[src/rtl/hazard_detection_unit.sv]
// Pipeline hazard controller: load-use stalls, data-memory wait freezes and
// branch flushes (deferred while memory is busy), plus saturating event counters.
module hazard_detection_unit #(
    parameter int REG_ADDR_W = 5,
    parameter int CNT_W      = 16
) (
    input  logic                  clk,
    input  logic                  rst,
    input  logic                  mem_read_ID_EXE,
    input  logic [REG_ADDR_W-1:0] regfile_waddr_ID_EXE,
    input  logic [REG_ADDR_W-1:0] instruction_IF_ID_Rs,
    input  logic [REG_ADDR_W-1:0] instruction_IF_ID_Rt,
    input  logic                  uses_rt_IF_ID,
    input  logic                  branch_taken_EXE,
    input  logic                  mem_busy,
    output logic                  pc_write_en,
    output logic                  if_id_write_en,
    output logic                  id_exe_bubble,
    output logic                  pipe_freeze,
    output logic                  if_id_flush,
    output logic                  id_exe_flush,
    output logic [CNT_W-1:0]      stall_count,
    output logic [CNT_W-1:0]      flush_count,
    output logic [1:0]            state_dbg
);

    localparam logic [1:0] S_RUN        = 2'd0;
    localparam logic [1:0] S_LOAD_STALL = 2'd1;
    localparam logic [1:0] S_MEM_WAIT   = 2'd2;
    localparam logic [1:0] S_FLUSH_PEND = 2'd3;

    localparam logic [CNT_W-1:0] CNT_ONE = {{(CNT_W-1){1'b0}}, 1'b1};

    logic [1:0]       r_state;
    logic [1:0]       w_next_state;
    logic             r_branch_pending;
    logic             w_next_pending;
    logic [CNT_W-1:0] r_stall_count;
    logic [CNT_W-1:0] r_flush_count;
    logic             w_hazard;
    logic             w_pc_write_en;
    logic             w_if_id_write_en;
    logic             w_id_exe_bubble;
    logic             w_pipe_freeze;
    logic             w_flush;

    // Writes to $zero never create a real dependency, so they are exempt.
    assign w_hazard = mem_read_ID_EXE
                   && (regfile_waddr_ID_EXE != '0)
                   && ((regfile_waddr_ID_EXE == instruction_IF_ID_Rs)
                       || (uses_rt_IF_ID && (regfile_waddr_ID_EXE == instruction_IF_ID_Rt)));

    // Priority chain: memory wait, then branch flush (owed or current), then load-use.
    always_comb begin
        w_pc_write_en    = 1'b1;
        w_if_id_write_en = 1'b1;
        w_id_exe_bubble  = 1'b0;
        w_pipe_freeze    = 1'b0;
        w_flush          = 1'b0;
        w_next_state     = S_RUN;
        w_next_pending   = r_branch_pending;
        if (rst) begin
            w_next_state   = S_RUN;
            w_next_pending = 1'b0;
        end else if (mem_busy) begin
            w_pipe_freeze    = 1'b1;
            w_pc_write_en    = 1'b0;
            w_if_id_write_en = 1'b0;
            w_next_state     = S_MEM_WAIT;
            if (branch_taken_EXE) begin
                w_next_pending = 1'b1;
            end
        end else if ((r_state == S_FLUSH_PEND) || branch_taken_EXE) begin
            w_flush        = 1'b1;
            w_next_pending = 1'b0;
            w_next_state   = S_RUN;
        end else if ((r_state == S_MEM_WAIT) && r_branch_pending) begin
            w_next_state = S_FLUSH_PEND;
        end else if ((r_state != S_LOAD_STALL) && w_hazard) begin
            w_pc_write_en    = 1'b0;
            w_if_id_write_en = 1'b0;
            w_id_exe_bubble  = 1'b1;
            w_next_state     = S_LOAD_STALL;
        end
    end

    always_ff @(posedge clk) begin
        if (rst) begin
            r_state          <= S_RUN;
            r_branch_pending <= 1'b0;
        end else begin
            r_state          <= w_next_state;
            r_branch_pending <= w_next_pending;
        end
    end

    // Counters stick at all-ones rather than wrapping.
    always_ff @(posedge clk) begin
        if (rst) begin
            r_stall_count <= '0;
            r_flush_count <= '0;
        end else begin
            if (!w_pc_write_en && (r_stall_count != '1)) begin
                r_stall_count <= r_stall_count + CNT_ONE;
            end
            if (w_flush && (r_flush_count != '1)) begin
                r_flush_count <= r_flush_count + CNT_ONE;
            end
        end
    end

    assign pc_write_en    = w_pc_write_en;
    assign if_id_write_en = w_if_id_write_en;
    assign id_exe_bubble  = w_id_exe_bubble;
    assign pipe_freeze    = w_pipe_freeze;
    assign if_id_flush    = w_flush;
    assign id_exe_flush   = w_flush;
    assign stall_count    = r_stall_count;
    assign flush_count    = r_flush_count;
    assign state_dbg      = r_state;

endmodule
[config.mk]
export PLATFORM = sky130hd
export DESIGN_NAME = hazard_detection_unit
export DESIGN_NICKNAME = d
export VERILOG_FILES = /design/src/rtl/hazard_detection_unit.sv
export SDC_FILE = /design/constraint.sdc
export NUM_CORES = 1
export LEC_CHECK = 0
export ABC_AREA = 1
export BUFFER_PORTS_ARGS = -buffer_cell sky130_fd_sc_hd__buf_2
export CAP_MARGIN = 20
export CORE_ASPECT_RATIO = 1.1
export CORE_MARGIN = 2
export CORE_UTILIZATION = 42
export CTS_CLUSTER_DIAMETER = 80
export CTS_CLUSTER_SIZE = 14
export DETAILED_ROUTE_END_ITERATION = 7
export PLACE_DENSITY = 0.81
export SYNTH_ARGS = -nofsm -noshare
export SYNTH_HDL_FRONTEND = slang
export SYNTH_SLANG_ARGS = --single-unit
[constraint.sdc]
create_clock -name clk -period 1.4 [get_ports clk]
set_input_delay 0.21 -clock clk [delete_from_list [all_inputs] [get_ports clk]]
set_output_delay 0.21 -clock clk [all_outputs]
set_load 0.1 [all_outputs]
==> After elaboration in Yosys (flattened, before gate mapping) <==
Index checks and enable logic that the tools add are counted.
{ "totals": {"out_inout_bits": 40, "reg_bits": 35} }
{ "op_classes": {"n_addsub": 2, "reduce_logical": 14, "n_mux": 22, "n_eq_ne": 8} }
{ "ops": {"columns": ["operator", "n"], "rows": [
  ["$add 16x1->16 const B", 2],
  ["$ne 16x16->1 const B", 2],
  ["$mux 1", 19],
  ["$eq 5x5->1", 2],
  ["$logic_and 1x1->1", 7],
  ["$mux 2", 3],
  ["$reduce_bool 5->1", 1],
  ["$eq 2x2->1 const B", 2],
  ["$reduce_or 3->1", 1],
  ["$logic_or 1x1->1", 2],
  ["$ne 2x1->1 const B", 1],
  ["$ne 2x2->1 const B", 1],
  ["$reduce_and 2->1", 1],
  ["$reduce_bool 2->1", 1],
  ["$logic_not 1->1", 1]
]} }

==> Longest topological paths before layout <==
Gate-level depths: netlist (run 1).
{ "depth": {"ltp_word": 12, "mapped_depth": 13, "ltp_nobuf": 12} }

==> Worst setup path after synthesis (run 1) <==
Ideal clock, no wire load.
{ "synth_timing": {"path_type": "input port to output port", "startpoint": "input port rst", "endpoint": "output port pc_write_en", "slack_ns": -1.758, "path_buffers": 3, "stages": 7, "required_ns": 1.190, "t_arrival_ns": 2.948, "cell_sequence": "buf_2 nor2_1 inv_1 nand2_2 buf_4 inv_1 buf_4"} }
{ "synth_between": {"elab_chain_cells": 1} }
{ "synth_rtl": {"columns": ["element", "line", "source"], "rows": [
  ["start, declared", "8", "input logic rst,"],
  ["$mux 1", null, null],
  ["end, declared", "16", "output logic pc_write_en,"]
]} }
No other way between the ends.

==> Final worst setup path (run 1) <==
{ "layout_timing": {"startpoint": "register r_state[0] (netlist: state_dbg[0])", "endpoint": "output port pc_write_en"} }
{ "layout_between": {"elab_chain_cells": 7, "elab_cells_between_ends": 11} }
{ "layout_rtl": {"columns": ["element", "line", "source"], "rows": [
  ["start, declared", "34", "logic [1:0] r_state;"],
  ["start signal, assigned", "92", "r_state <= w_next_state;"],
  ["$ne 2x1->1", "79", "end else if ((r_state != S_LOAD_STALL) && w_hazard) begin"],
  ["$logic_and 1x1->1", "79", null],
  ["$mux 1", "79", null],
  ["$mux 1", "77", "end else if ((r_state == S_MEM_WAIT) && r_branch_pending) begin"],
  ["$mux 1 (*)", "73", "end else if ((r_state == S_FLUSH_PEND) || branch_taken_EXE) begin"],
  ["$mux 1 (*)", "65", "end else if (mem_busy) begin"],
  ["$mux 1 (*)", "62", "if (rst) begin"]
]} }
Every way passes the cells marked *; elsewhere a longest branch is shown, timed or not.

==> impl_metrics.yaml, run 1 <==
place:
  gp_congestion: 0.9437
  post-place-cells: 490
  placed_cell_area_um2: 3102
  io_buffers: 60
  hpwl_um: 4489
yosys:
  syn_area_um2: 2158
  synthArstFlopShare_pct: 0
  yosys-top-cells-count: "nand2_1 (93), inv_1 (45), nor2_1 (44)"
  ys_warn_count: 0
  netlist_top_cells_area: "dfxtp_1 (32%), nand2_1 (16%), inv_1 (7.8%), nor2_1 (7.7%), nand3_1 (6.7%)"
  avgSynthCellArea_um2: 6.386
  ys_seq_area_share_pct: 32.46
  synth.most_common_cell: "nand2_1"
  netlist_instances: 338
  synth_edf_count: 0
  synth-seq-cells: 35
  synth.net_count: 361
  yosysTopAreaCell: "dfxtp_1"
  synth_top_flop_cell: "dfxtp_1"
  yosys.cell_types.count: 29
  yosysTopAreaCellShare_pct: 32.46
power_and_ir_drop:
  power_density_nw_per_um2: 610.5
  p_leak_nw: 1.697
  power_mw: 2.243
  vdd_drop_max_mv: 0.5063
setup_path:
  crit_path_end_kind: "output pin"
  cp.required_ns: 1.19
  cp.arrival_ns: 1.54
  critPathKind: "reg -> out"
  critPathLaunchType: "flop"
  r2r_cells: 12
  worstPathMaxFanout: 3
clock_network:
  clock_sinks: 35
  cts-hold-fix-buffers: 0
  cts_tree: "built"
  cts_root_buf: "clkbuf_8"
  cts_buffers: 5
  h-tree-depth: 2
  path_clk_slew_ns: 0.07
  clk_path_buf_depth: 2
  clk_latency_ns: 0.29
layout:
  area_growth_pct: 70.20
  fill_cells: 333
  final_area_um2: 3674
  finalNonFillerCells: 511
  final_nets: 475
  diodes: 0
  drive_gt1_share_pct: 50.33
sta:
  max_freq_ghz: 0.5707
  rsz0062_at_grt: "yes"
  worstMarginPinSlew_ns: 0.5033
  fin_crit_sh_pct: 125.1
  worst_slack_ns: -0.3521
  fin_crit_ns: 1.752
  finalSetupViolations: 37
  slew_violations: 0
  hold_viol: 0
  tns_ns: -7.246
  max_slew_margin_pct: 66.68
  clock_skew_ns: 0.007356
route:
  vias: 2661
  drt_pre_antenna_iters: 4
  drc: 0
  wl_per_cell_um: 14.13
  routed_via_density: 5.207
  wirelength_um: 7218
  drtIter0Drc: 128
  postRouteAntennaNets: 0
worst_hold_path:
  holdPathStages: 3
  hold_path_class: "in -> reg"
floorplanning:
  die_h_um: 79.19
  die_area_um2: 5729
  start_util_pct: 43.46
  ios: 61
  core_um2: 4966
  die_w_um: 72.35
  fp-row-count: 27
outcome:
  violations: "negative setup slack"
  status: "finished, violations left"
grt:
  grt_antenna_before_repair: 0
  grt_overflow: 0
  grt_first_pass_wirelength_um: 11500
  grt_max_degree: 24
  grt_pass1_vias: 2539
  track_usage_pct: 25.39
job:
  maxCapViolations: 0
## routing by layer
metal / wire length, um / share of wire, % / global-route usage [%]
met4: 212 / 2.9 / 10.38
met1: 2750 / 38 / 26.75
met5: 0 / 0 / 0
met2: 3925 / 54 / 47.25
met3: 330 / 4.6 / 6.218
## logic make-up after synthesis
group                      after synthesis  synth area share (%)
buffers and inverters                   58                 11.65
AOI/OAI and AO/OA                       33                 7.826
and+or+nand+nor                        192                 39.59
xor gates and xnor gates                18                 7.304
adders and majority gates                2                 1.159
DFF                                     35                 32.46
## through the flow
stage | hold slack, ns | worst slack, ns | util (%)
floorplan | 0.2794 | -0.7757 | -
global placement | 0.4570 | -0.1547 | 62.46
detailed placement | 0.4675 | -0.2019 | 62.46
CTS | 0.2166 | -0.3386 | 70.35
global route | 0.2334 | -0.4301 | 73.97
finish | 0.2238 | -0.3521 | 73.97
## worst max-delay path, stage by stage (launching register included)
cell and delay, ns:
dfxtp_4 0.36, a21oi_4 0.17, nand2_2 0.10, nor2_4 0.11, nand3_4 0.09, nand2_4 0.11, clkinvlp_4 0.13, buf_12 0.18
## flip-flops by register name, summed over array words and instances, names as in the netlist
| name | flops |
|---|---|
| flush_count | 16 |
| r_branch_pending | 1 |
| stall_count | 16 |
| state_dbg | 2 |
## worst paths after layout
check	startpoint	end	slack, ns
max	state_dbg[0]	pc_write_en	-0.35
min	mem_busy	state_dbg[0]	0.22
max reg2reg	state_dbg[0]	stall_count[11]	-0.27
min reg2reg	flush_count[5]	flush_count[5]	0.48
## timing repair
| action | 4_1_cts | 5_1_grt |
|---|---|---|
| pin swaps | 23 | 21 |
| endpoints found under the setup margin | 40 | 45 |
| gates resized for setup | 54 | 38 |
| cloned | 2 | 1 |
| setup buffers | 8 | 3 |
## placed cells by master, fill, tap and decap left out, types with 2 or more instances in the layout
cell type	instances
nand2_4	4
nand4_1	5
a21oi_2	10
nand3_1	14
clkbuf_8	6
buf_4	46
nand2_8	2
inv_2	4
clkbuf_4	8
buf_12	12
buf_6	8
inv_1	40
buf_2	39
nor2_1	32
nand3_2	15
nand2_2	11
o21ai_1	5
buf_8	3
nand3_4	2
xor2_1	11
a21oi_1	14
xnor2_1	7
clkinvlp_4	2
dfxtp_4	14
nand4_4	2
dfxtp_1	7
nand2_1	81
dfxtp_2	14
nor2_4	10
nor3_1	5
nor2_2	6
## where the power goes
group          internal (mW)  switching [mW]  leakage, nW
clock                  0.394           0.368       0.0459
combinational          0.185           0.299         1.35
sequential             0.984          0.0131        0.301
total                   1.56           0.680         1.70
## final cells by class
type / count / area [um^2] / area share (%)
clock buffer: 7 / 86.33 / 2.350
clock inverter: 1 / 3.754 / 0.1022
inverter: 47 / 186.4 / 5.075
multi-input combinational: 246 / 1553 / 42.27
sequential: 35 / 770.7 / 20.98
tap: 58 / 72.57 / 1.975
timing repair buffer: 117 / 1001 / 27.25
Note: power is estimated with default switching activity, not from simulation.
==> inputs of run 2 (changes only) <==
--- a/config.mk
+++ b/config.mk
@@ -14,7 +14,7 @@
 export CTS_CLUSTER_DIAMETER = 80
 export CTS_CLUSTER_SIZE = 14
 export DETAILED_ROUTE_END_ITERATION = 7
-export PLACE_DENSITY = 0.81
+export PLACE_DENSITY = 0.79
 export SYNTH_ARGS = -nofsm -noshare
 export SYNTH_HDL_FRONTEND = slang
 export SYNTH_SLANG_ARGS = --single-unit
==> constraint.sdc (replaced) <==
create_clock -name clk -period 1.7 [get_ports clk]
set_input_delay 0.255 -clock clk [delete_from_list [all_inputs] [get_ports clk]]
set_output_delay 0.255 -clock clk [all_outputs]
set_load 0.1 [all_outputs]
==> run 2 against run 1 <==
The run still ends with negative setup slack left. Largest cell class unchanged. Wire length down 25%. Critical path depth is the same. Worst setup slack better by 0.27 ns. First-iteration DRC count increased by 7.8%. Combinational power is 38% lower. Largest power group unchanged. Non-clock buffer count shrank 43. Highest routed layer unchanged. Total power decreased by 24%. Hold slack worse by 0.033 ns. Die area is the same.
==> impl_metrics.yaml, run 2 (synthesis gave the netlist of run 1 again) <==
power_and_ir_drop:
  vdd_drop_max_mv: 0.5516
  power_density_nw_per_um2: 593.8
  swShare_pct: 29.63
  power_frac_comb_pct: 17.7
  p_clk_share_pct: 33.9
  power_frac_seq_pct: 48.4
  p_sw_uw: 505.9
  internal_power_mw: 1.201
  p_leak_nw: 1.372
setup_path:
  cp_cell_sequence: "a21oi_4 > nand2_2 > nor2_2 > nand3_2 > nand2_4 > clkinvlp_4 > buf_12"
  cp.arrival_ns: 1.53
  critPathSlowestCell: "dfxtp_4"
  cpPeakStageDelay_ns: 0.36
  cp.required_ns: 1.44
  critPathLaunchType: "flop"
  critPathKind: "reg -> out"
  crit_path_end_kind: "output pin"
  worstPathMaxFanout: 4
clock_network:
  cts_root_buf: "clkbuf_8"
  clk_latency_ns: 0.29
  clock_sinks: 35
  cts_buffers: 5
  path_clk_slew_ns: 0.06
  cts_tree: "built"
  h-tree-depth: 2
  clk_path_buf_depth: 2
layout:
  area_growth_pct: 33.22
  drive_gt1_share_pct: 33.99
  final_area_um2: 2875
  finalNonFillerCells: 467
  final_common_cell: "nand2_1"
  final_nets: 431
  fill_cells: 467
  diodes: 0
  final_cell_mix: "nand2_1 (92), buf_2 (54), inv_1 (41)"
place:
  io_buffers: 60
  post-place-cells: 456
  hpwl_um: 4031
  gp_congestion: 0.9206
  placed_cell_area_um2: 2720
floorplanning:
  core_um2: 4966
  die_w_um: 72.35
  fp-row-count: 27
  start_util_pct: 43.46
  ios: 61
  die_area_um2: 5729
  die_h_um: 79.19
sta:
  worstMarginPinSlew_ns: 0.5028
  hold_viol: 0
  rsz0062_at_grt: "yes"
  holdWs_ns: 0.1907
  max_slew_margin_pct: 66.71
  fin_crit_ns: 1.781
  fin_crit_sh_pct: 104.8
  slew_violations: 0
  max_freq_ghz: 0.5615
  clock_skew_ns: 0.009542
  finalSetupViolations: 2
  worst_slack_ns: -0.08085
grt:
  grt_max_degree: 24
  grt_util_met3_pct: 3.807
  grt_antenna_before_repair: 0
  grt_overflow: 0
  track_usage_pct: 19.77
  grt_first_pass_wirelength_um: 9114
  met2_usage_pct: 35.05
  grt_use_met1_pct: 23.09
  grt_pass1_vias: 2139
  busiest_layer: "met2"
outcome:
  status: "finished, violations left"
  violations: "negative setup slack"
route:
  drtIter0Drc: 138
  wl_per_cell_um: 11.63
  routed_via_density: 5.004
  postRouteAntennaNets: 0
  wirelength_um: 5431
  vias: 2337
  drc: 0
  drt_pre_antenna_iters: 4
worst_hold_path:
  hold_path_class: "in -> reg"
job:
  maxCapViolations: 0
==> run 2: changes by cell type in the layout (fill, tap and decap cells not counted), moves of 5 or more <==
| cell | before | now |
|---|---|---|
| nor2_4 | 10 | 5 |
| buf_2 | 39 | 54 |
| buf_12 | 12 | 5 |
| buf_6 | 8 | 1 |
| buf_4 | 46 | 12 |
| nand3_1 | 14 | 28 |
| clkbuf_4 | 8 | 2 |
| a21oi_1 | 14 | 23 |
| nand2_1 | 81 | 92 |
| a21oi_2 | 10 | 1 |
| nand2_2 | 11 | 3 |
| nand3_2 | 15 | 3 |
==> run 2: final timing paths <==
kind / slack, ns / from / endpoint / cells after the start
min: 0.19 / mem_busy / state_dbg[0] / 2
min reg2reg: 0.47 / flush_count[5] / flush_count[5] / 1
max: -0.08 / state_dbg[0] / pc_write_en / 7
max reg2reg: 0.13 / flush_count[0] / flush_count[4] / 10
==> run 2: what timing repair did <==
action | CTS | global route
buffers inserted | 2 | 2
pin swaps | 3 | 4
gates resized for setup | 3 | 11
hold buffers | 0 | 0
setup endpoints to repair | 3 | 20
==> run 2: metrics by stage <==
stage / power (mW) / setup slack (ns) / setup TNS, ns / util (%)
floorplan: 1.056 / -0.5288 / -4.779 / -
global placement: 1.124 / 0.06684 / 0 / 54.77
detailed placement: 1.129 / 0.04872 / 0 / 54.77
CTS: 1.716 / -0.07455 / -0.1487 / 56.94
global route: 1.791 / -0.1786 / -0.4252 / 57.90
finish: 1.707 / -0.08085 / -0.1613 / 57.90
==> run 2: final cells by class <==
type	instances	area, um^2	area share (%)
Timing Repair Buffer	74	486.7	16.93
Clock buffer	8	80.08	2.785
Sequential cell	35	763.2	26.54
Multi-Input combinational cell	245	1289	44.82
Tap cell	58	72.57	2.524
Inverter	47	183.9	6.397
==> run 2: metal layers <==
| layer | up-vias | part of all wire, % |
|---|---|---|
| li1 | 1201 | - |
| met1 | 1064 | 42 |
| met2 | 59 | 51 |
| met3 | 13 | 4.9 |
| met4 | 0 | 2.1 |
| met5 | - | 0 |
==> run 2: power groups by stage <==
stage | registers [mW] | clock network [mW] | logic [mW]
floorplan | 0.896 | 0 | 0.160
global placement | 0.844 | 0 | 0.280
detailed placement | 0.844 | 0 | 0.285
CTS | 0.826 | 0.598 | 0.293
global route | 0.828 | 0.637 | 0.326
finish | 0.827 | 0.579 | 0.302
==> run 2: worst max-delay path, delay by kind of cell, from the launching register on <==
family | cells | cell delay (ns)
AOI/OAI and AO/OA | 1 | 0.17
DFF | 1 | 0.36
and+or+nand+nor | 4 | 0.39
buffers and inverters | 2 | 0.31
